### src/rtl/cpu_bus_pkg.sv
// Shared types and constants for the cpu bus and the OAM DMA sequencer.
package cpu_bus_pkg;

    localparam int unsigned ADDR_W       = 16;
    localparam int unsigned DATA_W       = 8;
    localparam int unsigned TRANSFER_LEN = 256;

    localparam logic [ADDR_W-1:0] DEFAULT_DMA_TRIGGER_ADDR = 16'h4014;
    localparam logic [ADDR_W-1:0] DEFAULT_OAM_DATA_ADDR    = 16'h2004;

    // Index of the final byte; the 8-bit index wraps to zero after it.
    localparam logic [DATA_W-1:0] LAST_INDEX = DATA_W'(TRANSFER_LEN - 1);

    typedef enum logic [2:0] {
        StIdle,
        StHalt,
        StAlign,
        StRead,
        StWrite
    } dma_state_t;

endpackage

### src/rtl/cpu_bus_mux.sv
// Selects who drives the system bus: the cpu (pass-through) or the DMA sequencer.
module cpu_bus_mux
    import cpu_bus_pkg::*;
(
    input  logic              dma_active_i,
    input  logic [ADDR_W-1:0] cpu_address_i,
    input  logic              cpu_address_valid_i,
    input  logic [DATA_W-1:0] cpu_data_i,
    input  logic              cpu_data_valid_i,
    input  logic [ADDR_W-1:0] dma_address_i,
    input  logic              dma_address_valid_i,
    input  logic [DATA_W-1:0] dma_data_i,
    input  logic              dma_data_valid_i,
    input  logic [DATA_W-1:0] mem_data_i,
    input  logic              mem_data_valid_i,
    output logic [DATA_W-1:0] cpu_data_o,
    output logic              cpu_data_valid_o,
    output logic [ADDR_W-1:0] mem_address_o,
    output logic              mem_address_valid_o,
    output logic [DATA_W-1:0] mem_data_o,
    output logic              mem_data_valid_o
);

    always_comb begin
        if (dma_active_i) begin
            // The cpu sees no read-valid while the DMA owns the bus, which stalls it.
            mem_address_o       = dma_address_i;
            mem_address_valid_o = dma_address_valid_i;
            mem_data_o          = dma_data_i;
            mem_data_valid_o    = dma_data_valid_i;
            cpu_data_o          = '0;
            cpu_data_valid_o    = 1'b0;
        end else begin
            mem_address_o       = cpu_address_i;
            mem_address_valid_o = cpu_address_valid_i;
            mem_data_o          = cpu_data_i;
            mem_data_valid_o    = cpu_data_valid_i;
            cpu_data_o          = mem_data_i;
            cpu_data_valid_o    = mem_data_valid_i;
        end
    end

endmodule

### src/rtl/oam_dma_arbiter.sv
// Bus arbiter with a 256-byte page-to-OAM DMA engine started by a cpu write.
// Optional odd-cycle alignment tick: define DMA_ODD_CYCLE_ALIGN_EN.
module oam_dma_arbiter
    import cpu_bus_pkg::*;
#(
    parameter logic [ADDR_W-1:0] DMA_TRIGGER_ADDR = DEFAULT_DMA_TRIGGER_ADDR,
    parameter logic [ADDR_W-1:0] OAM_DATA_ADDR    = DEFAULT_OAM_DATA_ADDR
) (
    input  logic              clock_i,
    input  logic              reset_ni,
    input  logic              tick_i,
    input  logic [ADDR_W-1:0] cpu_address_i,
    input  logic              cpu_address_valid_i,
    input  logic [DATA_W-1:0] cpu_data_i,
    input  logic              cpu_data_valid_i,
    output logic [DATA_W-1:0] cpu_data_o,
    output logic              cpu_data_valid_o,
    output logic [ADDR_W-1:0] mem_address_o,
    output logic              mem_address_valid_o,
    output logic [DATA_W-1:0] mem_data_o,
    output logic              mem_data_valid_o,
    input  logic [DATA_W-1:0] mem_data_i,
    input  logic              mem_data_valid_i,
    output logic              dma_active_o
);

    dma_state_t        state_q, state_d;
    logic [DATA_W-1:0] page_q, page_d;
    logic [DATA_W-1:0] index_q, index_d;
    logic [DATA_W-1:0] latch_q, latch_d;

    logic              trigger;
    logic [ADDR_W-1:0] dma_address;
    logic              dma_address_valid;
    logic [DATA_W-1:0] dma_data;
    logic              dma_data_valid;

    assign trigger = cpu_address_valid_i & cpu_data_valid_i &
                     (cpu_address_i == DMA_TRIGGER_ADDR);
    assign dma_active_o = (state_q != StIdle);

`ifdef DMA_ODD_CYCLE_ALIGN_EN
    logic parity_q;

    always_ff @(posedge clock_i or negedge reset_ni) begin
        if (!reset_ni) begin
            parity_q <= 1'b0;
        end else if (tick_i) begin
            parity_q <= ~parity_q;
        end
    end
`endif

    always_comb begin
        state_d           = state_q;
        page_d            = page_q;
        index_d           = index_q;
        latch_d           = latch_q;
        dma_address       = '0;
        dma_address_valid = 1'b0;
        dma_data          = '0;
        dma_data_valid    = 1'b0;

        case (state_q)
            StIdle: begin
                if (tick_i && trigger) begin
                    page_d  = cpu_data_i;
                    index_d = '0;
                    state_d = StHalt;
                end
            end
            StHalt: begin
                if (tick_i) begin
`ifdef DMA_ODD_CYCLE_ALIGN_EN
                    state_d = parity_q ? StAlign : StRead;
`else
                    state_d = StRead;
`endif
                end
            end
            StAlign: begin
                if (tick_i) begin
                    state_d = StRead;
                end
            end
            StRead: begin
                dma_address       = {page_q, index_q};
                dma_address_valid = 1'b1;
                if (tick_i && mem_data_valid_i) begin
                    latch_d = mem_data_i;
                    state_d = StWrite;
                end
            end
            StWrite: begin
                dma_address       = OAM_DATA_ADDR;
                dma_address_valid = 1'b1;
                dma_data          = latch_q;
                dma_data_valid    = 1'b1;
                if (tick_i) begin
                    // Index wraps inside the page; it never carries into page_q.
                    index_d = index_q + 8'd1;
                    state_d = (index_q == LAST_INDEX) ? StIdle : StRead;
                end
            end
            default: state_d = StIdle;
        endcase
    end

    always_ff @(posedge clock_i or negedge reset_ni) begin
        if (!reset_ni) begin
            state_q <= StIdle;
            page_q  <= '0;
            index_q <= '0;
            latch_q <= '0;
        end else begin
            state_q <= state_d;
            page_q  <= page_d;
            index_q <= index_d;
            latch_q <= latch_d;
        end
    end

    cpu_bus_mux u_cpu_bus_mux (
        .dma_active_i        (dma_active_o),
        .cpu_address_i       (cpu_address_i),
        .cpu_address_valid_i (cpu_address_valid_i),
        .cpu_data_i          (cpu_data_i),
        .cpu_data_valid_i    (cpu_data_valid_i),
        .dma_address_i       (dma_address),
        .dma_address_valid_i (dma_address_valid),
        .dma_data_i          (dma_data),
        .dma_data_valid_i    (dma_data_valid),
        .mem_data_i          (mem_data_i),
        .mem_data_valid_i    (mem_data_valid_i),
        .cpu_data_o          (cpu_data_o),
        .cpu_data_valid_o    (cpu_data_valid_o),
        .mem_address_o       (mem_address_o),
        .mem_address_valid_o (mem_address_valid_o),
        .mem_data_o          (mem_data_o),
        .mem_data_valid_o    (mem_data_valid_o)
    );

endmodule

### config.mk
export PLATFORM = sky130hd
export DESIGN_NAME = oam_dma_arbiter
export DESIGN_NICKNAME = d
export VERILOG_FILES = /design/src/rtl/cpu_bus_pkg.sv /design/src/rtl/cpu_bus_mux.sv /design/src/rtl/oam_dma_arbiter.sv
export SDC_FILE = /design/constraint.sdc
export NUM_CORES = 1
export LEC_CHECK = 0
export ABC_AREA = 0
export CORE_ASPECT_RATIO = 1.1
export CORE_UTILIZATION = 45
export CTS_CLUSTER_SIZE = 16
export DETAILED_ROUTE_END_ITERATION = 16
export PLACE_DENSITY = 0.86
export SLEW_MARGIN = 25
export SYNTH_ARGS = -nofsm -noshare
export SYNTH_HDL_FRONTEND = slang
export SYNTH_SLANG_ARGS = --single-unit
### constraint.sdc
create_clock -name clock_i -period 4.2 [get_ports clock_i]
set_clock_uncertainty 0.05 [all_clocks]
set_input_delay 0.84 -clock clock_i [delete_from_list [all_inputs] [get_ports clock_i]]
set_output_delay 0.84 -clock clock_i [all_outputs]
set_load 0.01 [all_outputs]
## Word level (Yosys, flattened, before mapping)

Index checks and enable logic that the tools add are counted.

- Logic and storage cells: 47
- Input port bits: 38
- Output and inout bits: 36
- Bits in registers: 27

- Reduce and logical (&&, ||, !) cells: 11
- Add/subtract/negate cells: 1
- Bitwise operators: 2
- Eq/ne operators: 10
- Multiplexer cells: 19

Operators by type and width:

| kind | count |
|---|---|
| two-way mux 8 bit | 5 |
| one-hot mux 16 bit (2 select lines) | 1 |
| equality test 16 x 15 -> 1 bit, second input constant | 1 |
| two-way mux 16 bit | 1 |
| one-hot mux 8 bit (2 select lines) | 1 |
| two-way mux 3 bit | 4 |
| one-hot mux 3 bit (4 select lines) | 1 |
| adder 8 x 1 -> 8 bit, second input constant | 1 |
| equality test 8 bit, second input constant | 1 |
| equality test 3 x 2 -> 1 bit, second input constant | 2 |
| inequality test 2 bit, second input constant | 3 |
| two-way mux 1 bit | 5 |
| AND reduction 2 bit | 2 |
| AND reduction 4 bit | 1 |
| OR reduction 2 bit | 2 |
| equality test 3 x 1 -> 1 bit, second input constant | 1 |
| equality test 3 bit, second input constant | 1 |
| logical NOT 3 bit | 1 |
| AND reduction 3 bit | 1 |
| nonzero test 3 bit | 1 |
| AND 1 bit | 2 |
| logical AND 1 bit | 2 |
| two-way mux 2 bit | 1 |
| inequality test 2 x 1 -> 1 bit, second input constant | 1 |
| nonzero test 2 bit | 1 |

## Longest topological paths before layout

Gate-level depths: netlist of run 1.

- Word-level depth: 5
- Mapped depth: 6
- Depth with buffers taken out: 5

## By module

A second synthesis of run 1 with hierarchy kept.

- Cells, all modules: 175
- Area total of the unflattened synthesis: 1,985.7 um2

By module, submodules not included:

| module | sequential area each (um2) | area an instance (um2) | cells an instance | instances |
|---|---|---|---|---|
| oam_dma_arbiter | 675.6 | 1,495.2 | 136 | 1 |
| cpu_bus_mux | 0.0 | 490.5 | 39 | 1 |

## Least setup slack after synthesis of run 1

OpenSTA, ideal clock, no wires.

- Kind: register to output
- From: register state_q[1]
- To: output mem_address_o[0]
- Setup slack: 1.998 ns
- Stages on the path, launching flop included: 5
- Path buffers: 2
- Data required time: 3.310 ns
- Arrival: 1.312 ns
- Cells stage by stage: dfrtp_1 buf_4 nor3_4 clkbuf_1 a22o_1

- Word-level cells in the longest chain between the ends: 3
- Elaborated cells between the ends (all ways): 5
- Those cells by class: eq/ne (2); mux (2); reduce/logical (1)

RTL lines:

| what | line | RTL |
|---|---|---|
| from (decl) | oam_dma_arbiter.sv:27 | `dma_state_t state_q, state_d;` |
| from (signal assigned) | oam_dma_arbiter.sv:111 | `state_q <= StIdle;` |
| from (signal assigned) | oam_dma_arbiter.sv:116 | `state_q <= state_d;` |
| equality test 3 bit / equality test 3 x 2 -> 1 bit (equally long branches) | oam_dma_arbiter.sv:64 | `case (state_q)` |
| one-hot mux 16 bit (2 select lines) | oam_dma_arbiter.sv:64 |  |
| two-way mux 16 bit (*) | cpu_bus_mux.sv:25 | `if (dma_active_i) begin` |
| to (decl) | oam_dma_arbiter.sv:18 | `output logic [ADDR_W-1:0] mem_address_o,` |

Mark *: on every way between the ends. The rest lies on a longest branch, timed or not.

## Final worst setup path of run 1

- From: register state_q[1]
- To: output mem_address_o[8]

Same word-level chain as after synthesis.

==> results of run 1 <==
==> final cells by class <==
type | count | area (um2) | area share
multi-input combinational | 118 | 901 | 0.368
timing repair buffer | 76 | 753 | 0.308
sequential | 27 | 676 | 0.276
tap | 48 | 60.1 | 0.0246
inverter | 7 | 26.3 | 0.0107
clock buffer | 3 | 22.5 | 0.00921
clock inverter | 1 | 7.51 | 0.00307
==> stage by stage <==
| step | power, mW | utilization | instance area, um2 |
|---|---|---|---|
| 3_3_place_gp | 1.02 | 0.708 | 2420 |
| 4_1_cts | 1.16 | 0.717 | 2450 |
| 3_5_place_dp | 1.04 | 0.708 | 2420 |
| 2_1_floorplan | 0.738 | - | 1650 |
| 6_report | 1.15 | 0.717 | 2450 |
| 5_1_grt | 1.23 | 0.717 | 2450 |
==> worst max-delay path, stage by stage (launching register included) <==
cell and delay (ns):
dfrtp_1 0.58, nand2_1 0.16, nor2_2 0.62, a22o_1 0.23, clkdlybuf4s50_1 0.55
==> power groups by stage <==
stage / logic [mW] / clock network, mW / registers, mW
finish: 0.640 / 0.117 / 0.395
global route: 0.691 / 0.132 / 0.407
detailed placement: 0.639 / 0 / 0.398
CTS: 0.643 / 0.119 / 0.394
floorplan: 0.381 / 0 / 0.357
global placement: 0.629 / 0 / 0.395
==> cells in the final DEF, fill, tap and decap left out, types with 2 or more instances in the layout <==
cell type	instances
mux2_1	8
dfrtp_1	27
nor3_1	3
clkbuf_4	3
clkdlybuf4s50_1	73
and2_1	10
inv_1	7
buf_4	3
a31oi_1	2
nor2_1	3
nand3_1	3
o31ai_1	2
nand2_1	14
a22o_1	22
o22ai_1	5
a21oi_1	5
nor4b_1	2
nor3b_1	2
o21ai_0	7
mux2_2	10
==> flip-flops by register name, summed over array words and instances (netlist names) <==
register,cells
state_q,3
page_q,8
latch_q,8
index_q,8
==> metal layers <==
layer	track usage	vias up	routed length, um
li1	-	741	-
met1	0.355	757	1950
met2	0.394	58	2180
met3	0.0630	2	320
met4	0.0552	0	24
met5	0	-	0
==> kinds of logic after synthesis <==
kind of cell    after synthesis  share of synthesized area
compound gates               50                      0.222
fa+ha+maj                     1                    0.00759
buf+inv                      16                     0.0440
flops                        27                      0.410
mux                          19                      0.129
simple gates                 48                      0.187
==> worst min-delay path by stage <==
stage / slack [ns] / startpoint / end
after global placement: 0.42 / page_q[7] / page_q[7]
after floorplan: 0.41 / page_q[5] / page_q[5]
after CTS: 0.46 / page_q[0] / page_q[0]
final: 0.46 / page_q[1] / page_q[1]
after detailed placement: 0.43 / page_q[0] / page_q[0]
after global routing: 0.48 / page_q[4] / page_q[4]
==> results.cfg, run 1 <==
[status]
status = finished, final reports clean

[drt]
wire_length_per_cell_um = 16.0
wire_length_after_detailed_routing_mm = 4.48
number_of_vias_per_cell_after_detailed_routing = 5.56
num_vias = 1558
length_of_the_first_detailed_routing_pass_in_iterations = 4
ant_nets = 0
detailedRoute.firstIterationViolations = 84
drc = 0

[grt]
first_pass_grt_wire_length_mm = 7.56
number_of_global_route_vias_before_repair = 1545
pin_count_of_the_biggest_net_entering_global_routing = 34
global_route.overflow_total = 0
number_of_antenna_violations_at_the_first_check_in_global_routing = 0
global_route.usage.total = 0.254

[setup_path]
cp-end-kind = primary output
regToRegSetupSlack_ns = 1.79
cp.arrival_ns = 2.47
cp-start-kind = flop
worst_r2r_endpoint = latch_q[0]
cp_max_fo = 17
crit_type = flop to primary output
critical_path.reg2reg.startpoint = state_q[1]
worst_setup_path_endpoint = mem_address_o[8]
reg2reg_depth = 4
worst-endpoint-required_ns = 3.31
worst_setup_path_startpoint = state_q[1]

[cells_and_area]
layout-drive-gt1-share = 0.103
num-fill-cells = 277
syn_to_final_growth_pct = 48.3
antenna_cells = 0
finalNetCount = 272
final-instance-count-excl-fill = 280

[synth]
number_of_register_bits_inferred_by_synthesis = 27
most_frequently_used_cell_type_in_the_post_synthesis_netlist = dfrtp_1
syn_area_per_cell_um2 = 10.2
synth_warnings = 0
synth_ff_type = dfrtp_1
synth.lib_cells_used.distinct = 40
synth.cells.most_frequent = 27 x dfrtp_1, 22 x a22o_1, 14 x nand2_1, 10 x and2_1, 10 x mux2_2
synth_cells = 161
synth_largest_type_area_fraction = 0.410
syn_area_um2 = 1650
syn_nets = 200
synth_async_sr_flop_share = 1.00
synth_area_leaders = dfrtp_1 41%, a22o_1 12%, mux2_2 6.8%
edff_count_synth = 0
synth_top_area_cell = dfrtp_1
synth-seq-area-share = 0.410

[power_and_ir_drop]
switchingPower_uw = 432
sw_frac_of_total = 0.375
p_clk_frac = 0.101
power.share.combinational = 0.556
power_report.internal_total_uw = 720
power.leakage_nw = 1.07
power.share.sequential = 0.343
vdd_ir_drop_max_v = 0.000293
power_per_cell_area_nw_per_um2 = 471

[place]
post_place_cells = 276
weighted_congestion_at_the_end_of_routability_driven_global_placement = 0.824
pre_cts_slack_ns = 1.25
place.port_buffers = 73
hpwl_mm = 3.41

[floorplan]
io_pins = 74
dieArea_um2 = 3910
die_extent_in_x_um = 59.7
dieHeight_um = 65.5
coreArea_um2 = 3410
rows = 22
floorplan.initialDensity = 0.483

[hold_path]
timing.hold.worst.class = flop to flop
timing.hold.worst_path_depth = 1

[timing]
setup_ws_ns = 0.845
slew_headroom = 0.487
timing.final.setup_violations = 0
min_period_ns = 3.36
holdWs_ns = 0.458
finalSetupTns_ns = 0
grt_setup_unrepaired = no
max_freq_mhz = 298
timing_worst_slew_pin_value_ns = 0.768
max_slew_violation_total_from_the_final_report = 0
final-hold-violation-count = 0
layout_worst_path_cycle_share = 0.799

[cts]
clk_path_buf_depth = 2
cts_setup_buffers = 0
clock_buffers_created_by_tritoncts = 3
clock_insertion_delay_worst_skew_ns = 0.32
clkTransAtPathRegs_ns = 0.15
ctsRootBufferMaster = clkbuf_4
clock_tree_from_tritoncts = yes
tritoncts_sink_count = 27
post_cts.resized_instances = 0
htree_levels = 1
holdBufCountCts = 0

[run]
maxCapViolCount = 0
(Power assumes the default switching activity.)
==> run 2, diff against run 1 <==
--- a/config.mk
+++ b/config.mk
@@ -7,10 +7,10 @@
 export LEC_CHECK = 0
 export ABC_AREA = 0
 export CORE_ASPECT_RATIO = 1.1
-export CORE_UTILIZATION = 45
+export CORE_UTILIZATION = 38
 export CTS_CLUSTER_SIZE = 16
 export DETAILED_ROUTE_END_ITERATION = 16
-export PLACE_DENSITY = 0.86
+export PLACE_DENSITY = 0.77
 export SLEW_MARGIN = 25
 export SYNTH_ARGS = -nofsm -noshare
 export SYNTH_HDL_FRONTEND = slang
==> constraint.sdc (replaced) <==
create_clock -name clock_i -period 2.9 [get_ports clock_i]
set_clock_uncertainty 0.05 [all_clocks]
set_input_delay 0.58 -clock clock_i [delete_from_list [all_inputs] [get_ports clock_i]]
set_output_delay 0.58 -clock clock_i [all_outputs]
set_load 0.01 [all_outputs]
==> run 2 against run 1 <==
Cell area grew 1.9%. Sequential power rose by 44%. Count of clock-buffer cells in the layout rose by 1. First-iteration DRC count shrank 23%. Worst hold slack got worse by 0.0093 ns. Die area grew 18%.
==> results.cfg, run 2 (same netlist as run 1, synthesis figures left out) <==
[cts]
htree_levels = 1
holdBufCountCts = 0
clk_path_buf_depth = 2
cts_setup_buffers = 0
clock_tree_from_tritoncts = yes
clock_buffers_created_by_tritoncts = 3
tritoncts_sink_count = 27
post_cts.resized_instances = 0
clock_insertion_delay_worst_skew_ns = 0.27
clkTransAtPathRegs_ns = 0.09
ctsRootBufferMaster = clkbuf_8

[timing]
layout_worst_path_cycle_share = 0.940
max_freq_mhz = 367
timing_worst_slew_pin_value_ns = 0.467
min_period_ns = 2.73
max_slew_violation_total_from_the_final_report = 0
timing.final.setup_violations = 0
slew_headroom = 0.689
final-hold-violation-count = 0
finalSetupTns_ns = 0
grt_setup_unrepaired = no

[cells_and_area]
layout_commonest_cell = clkdlybuf4s50_1
syn_to_final_growth_pct = 51.2
finalNetCount = 274
antenna_cells = 0
reg.largest.list = index_q (8), latch_q (8), page_q (8)
final_cell_mix = 73 x clkdlybuf4s50_1, 27 x dfrtp_1, 22 x a22o_1
layout-drive-gt1-share = 0.107
num-fill-cells = 362

[drt]
ant_nets = 0
drc = 0
wire_length_after_detailed_routing_mm = 4.59
number_of_vias_per_cell_after_detailed_routing = 5.47
wirelength_met1_mm = 1.89
total_met3_wirelength_after_detailed_routing_um = 427
dr.max_layer_used = met4
num_vias = 1563
met2_length_mm = 2.22
detailedRoute.firstIterationViolations = 65
wire_length_per_cell_um = 16.1
length_of_the_first_detailed_routing_pass_in_iterations = 4

[power_and_ir_drop]
vdd_ir_drop_max_v = 0.000348
power.leakage_nw = 1.09
power_per_cell_area_nw_per_um2 = 699
power.total_mw = 1.74

[setup_path]
cp-end-kind = primary output
cp.arrival_ns = 2.10
worst-endpoint-required_ns = 2.27
reg2reg_depth = 5
cp_max_fo = 29
crit_type = flop to primary output
cp-start-kind = flop

[floorplan]
rows = 24
coreArea_um2 = 4050
dieHeight_um = 71.1
die_extent_in_x_um = 64.8
io_pins = 74
dieArea_um2 = 4610
floorplan.initialDensity = 0.407

[place]
hpwl_mm = 3.43
weighted_congestion_at_the_end_of_routability_driven_global_placement = 0.784
place.port_buffers = 73

[grt]
global_route.usage.total = 0.210
number_of_antenna_violations_at_the_first_check_in_global_routing = 0
first_pass_grt_wire_length_mm = 7.48
global_route.overflow_total = 0
number_of_global_route_vias_before_repair = 1627
pin_count_of_the_biggest_net_entering_global_routing = 30

[hold_path]
timing.hold.worst_path_depth = 1
timing.hold.worst.class = flop to flop

[run]
maxCapViolCount = 0

[status]
status = finished, final reports clean
run 2: cell types whose count changed in the layout (fill, tap and decap cells not counted), sizes merged:
cell,change
buf,+2
clkbuf,+1
clkinvlp,-1
run 2: worst paths after layout:
kind                       startpoint           endpoint  slack [ns]
max in group asynchronous    reset_ni         latch_q[7]        1.89
max                        state_q[1]  mem_address_o[12]        0.17
min reg2reg                 page_q[3]          page_q[3]        0.45
max reg2reg                state_q[0]         latch_q[3]        0.82
min in group asynchronous    reset_ni         index_q[0]        0.64
min                         page_q[3]          page_q[3]        0.45
run 2: final cells by class:
type                    count  area [um2]  area share
multi-input cells         118         901       0.361
repair buffers             78         781       0.313
flip-flops and latches     27         676       0.271
well taps                  52        65.1      0.0261
clock buffers               4        45.0      0.0181
inverters                   7        26.3      0.0105
run 2: worst max-delay path, cell delays in order (launching register included):
cell,delay [ns]
dfrtp_1,0.51
nor3_4,0.37
buf_12,0.22
a22o_1,0.17
clkdlybuf4s50_1,0.55
run 2: per-stage QoR:
stage | hold slack, ns | worst slack [ns] | area [um2] | util | cells
5_1_grt | 0.472 | 0.0156 | 2490 | 0.615 | 286
6_report | 0.449 | 0.174 | 2490 | 0.615 | 286
4_1_cts | 0.448 | 0.166 | 2490 | 0.615 | 286
3_5_place_dp | 0.426 | 0.280 | 2450 | 0.604 | 282
2_1_floorplan | 0.234 | 0.958 | 1650 | - | 161
3_3_place_gp | 0.419 | 0.325 | 2450 | 0.604 | 282
run 2: where the power goes:
part / total, mW / leakage [nW] / switching (mW) / internal, mW
logic: 0.954 / 0.728 / 0.403 / 0.551
registers: 0.569 / 0.339 / 0.104 / 0.465
clock network: 0.220 / 0.0228 / 0.122 / 0.0986
run 2: per-layer routing:
layer | vias up | track usage
li1 | 743 | -
met1 | 749 | 0.264
met2 | 65 | 0.348
met3 | 6 | 0.0677
met4 | 0 | 0.0519
met5 | - | 0
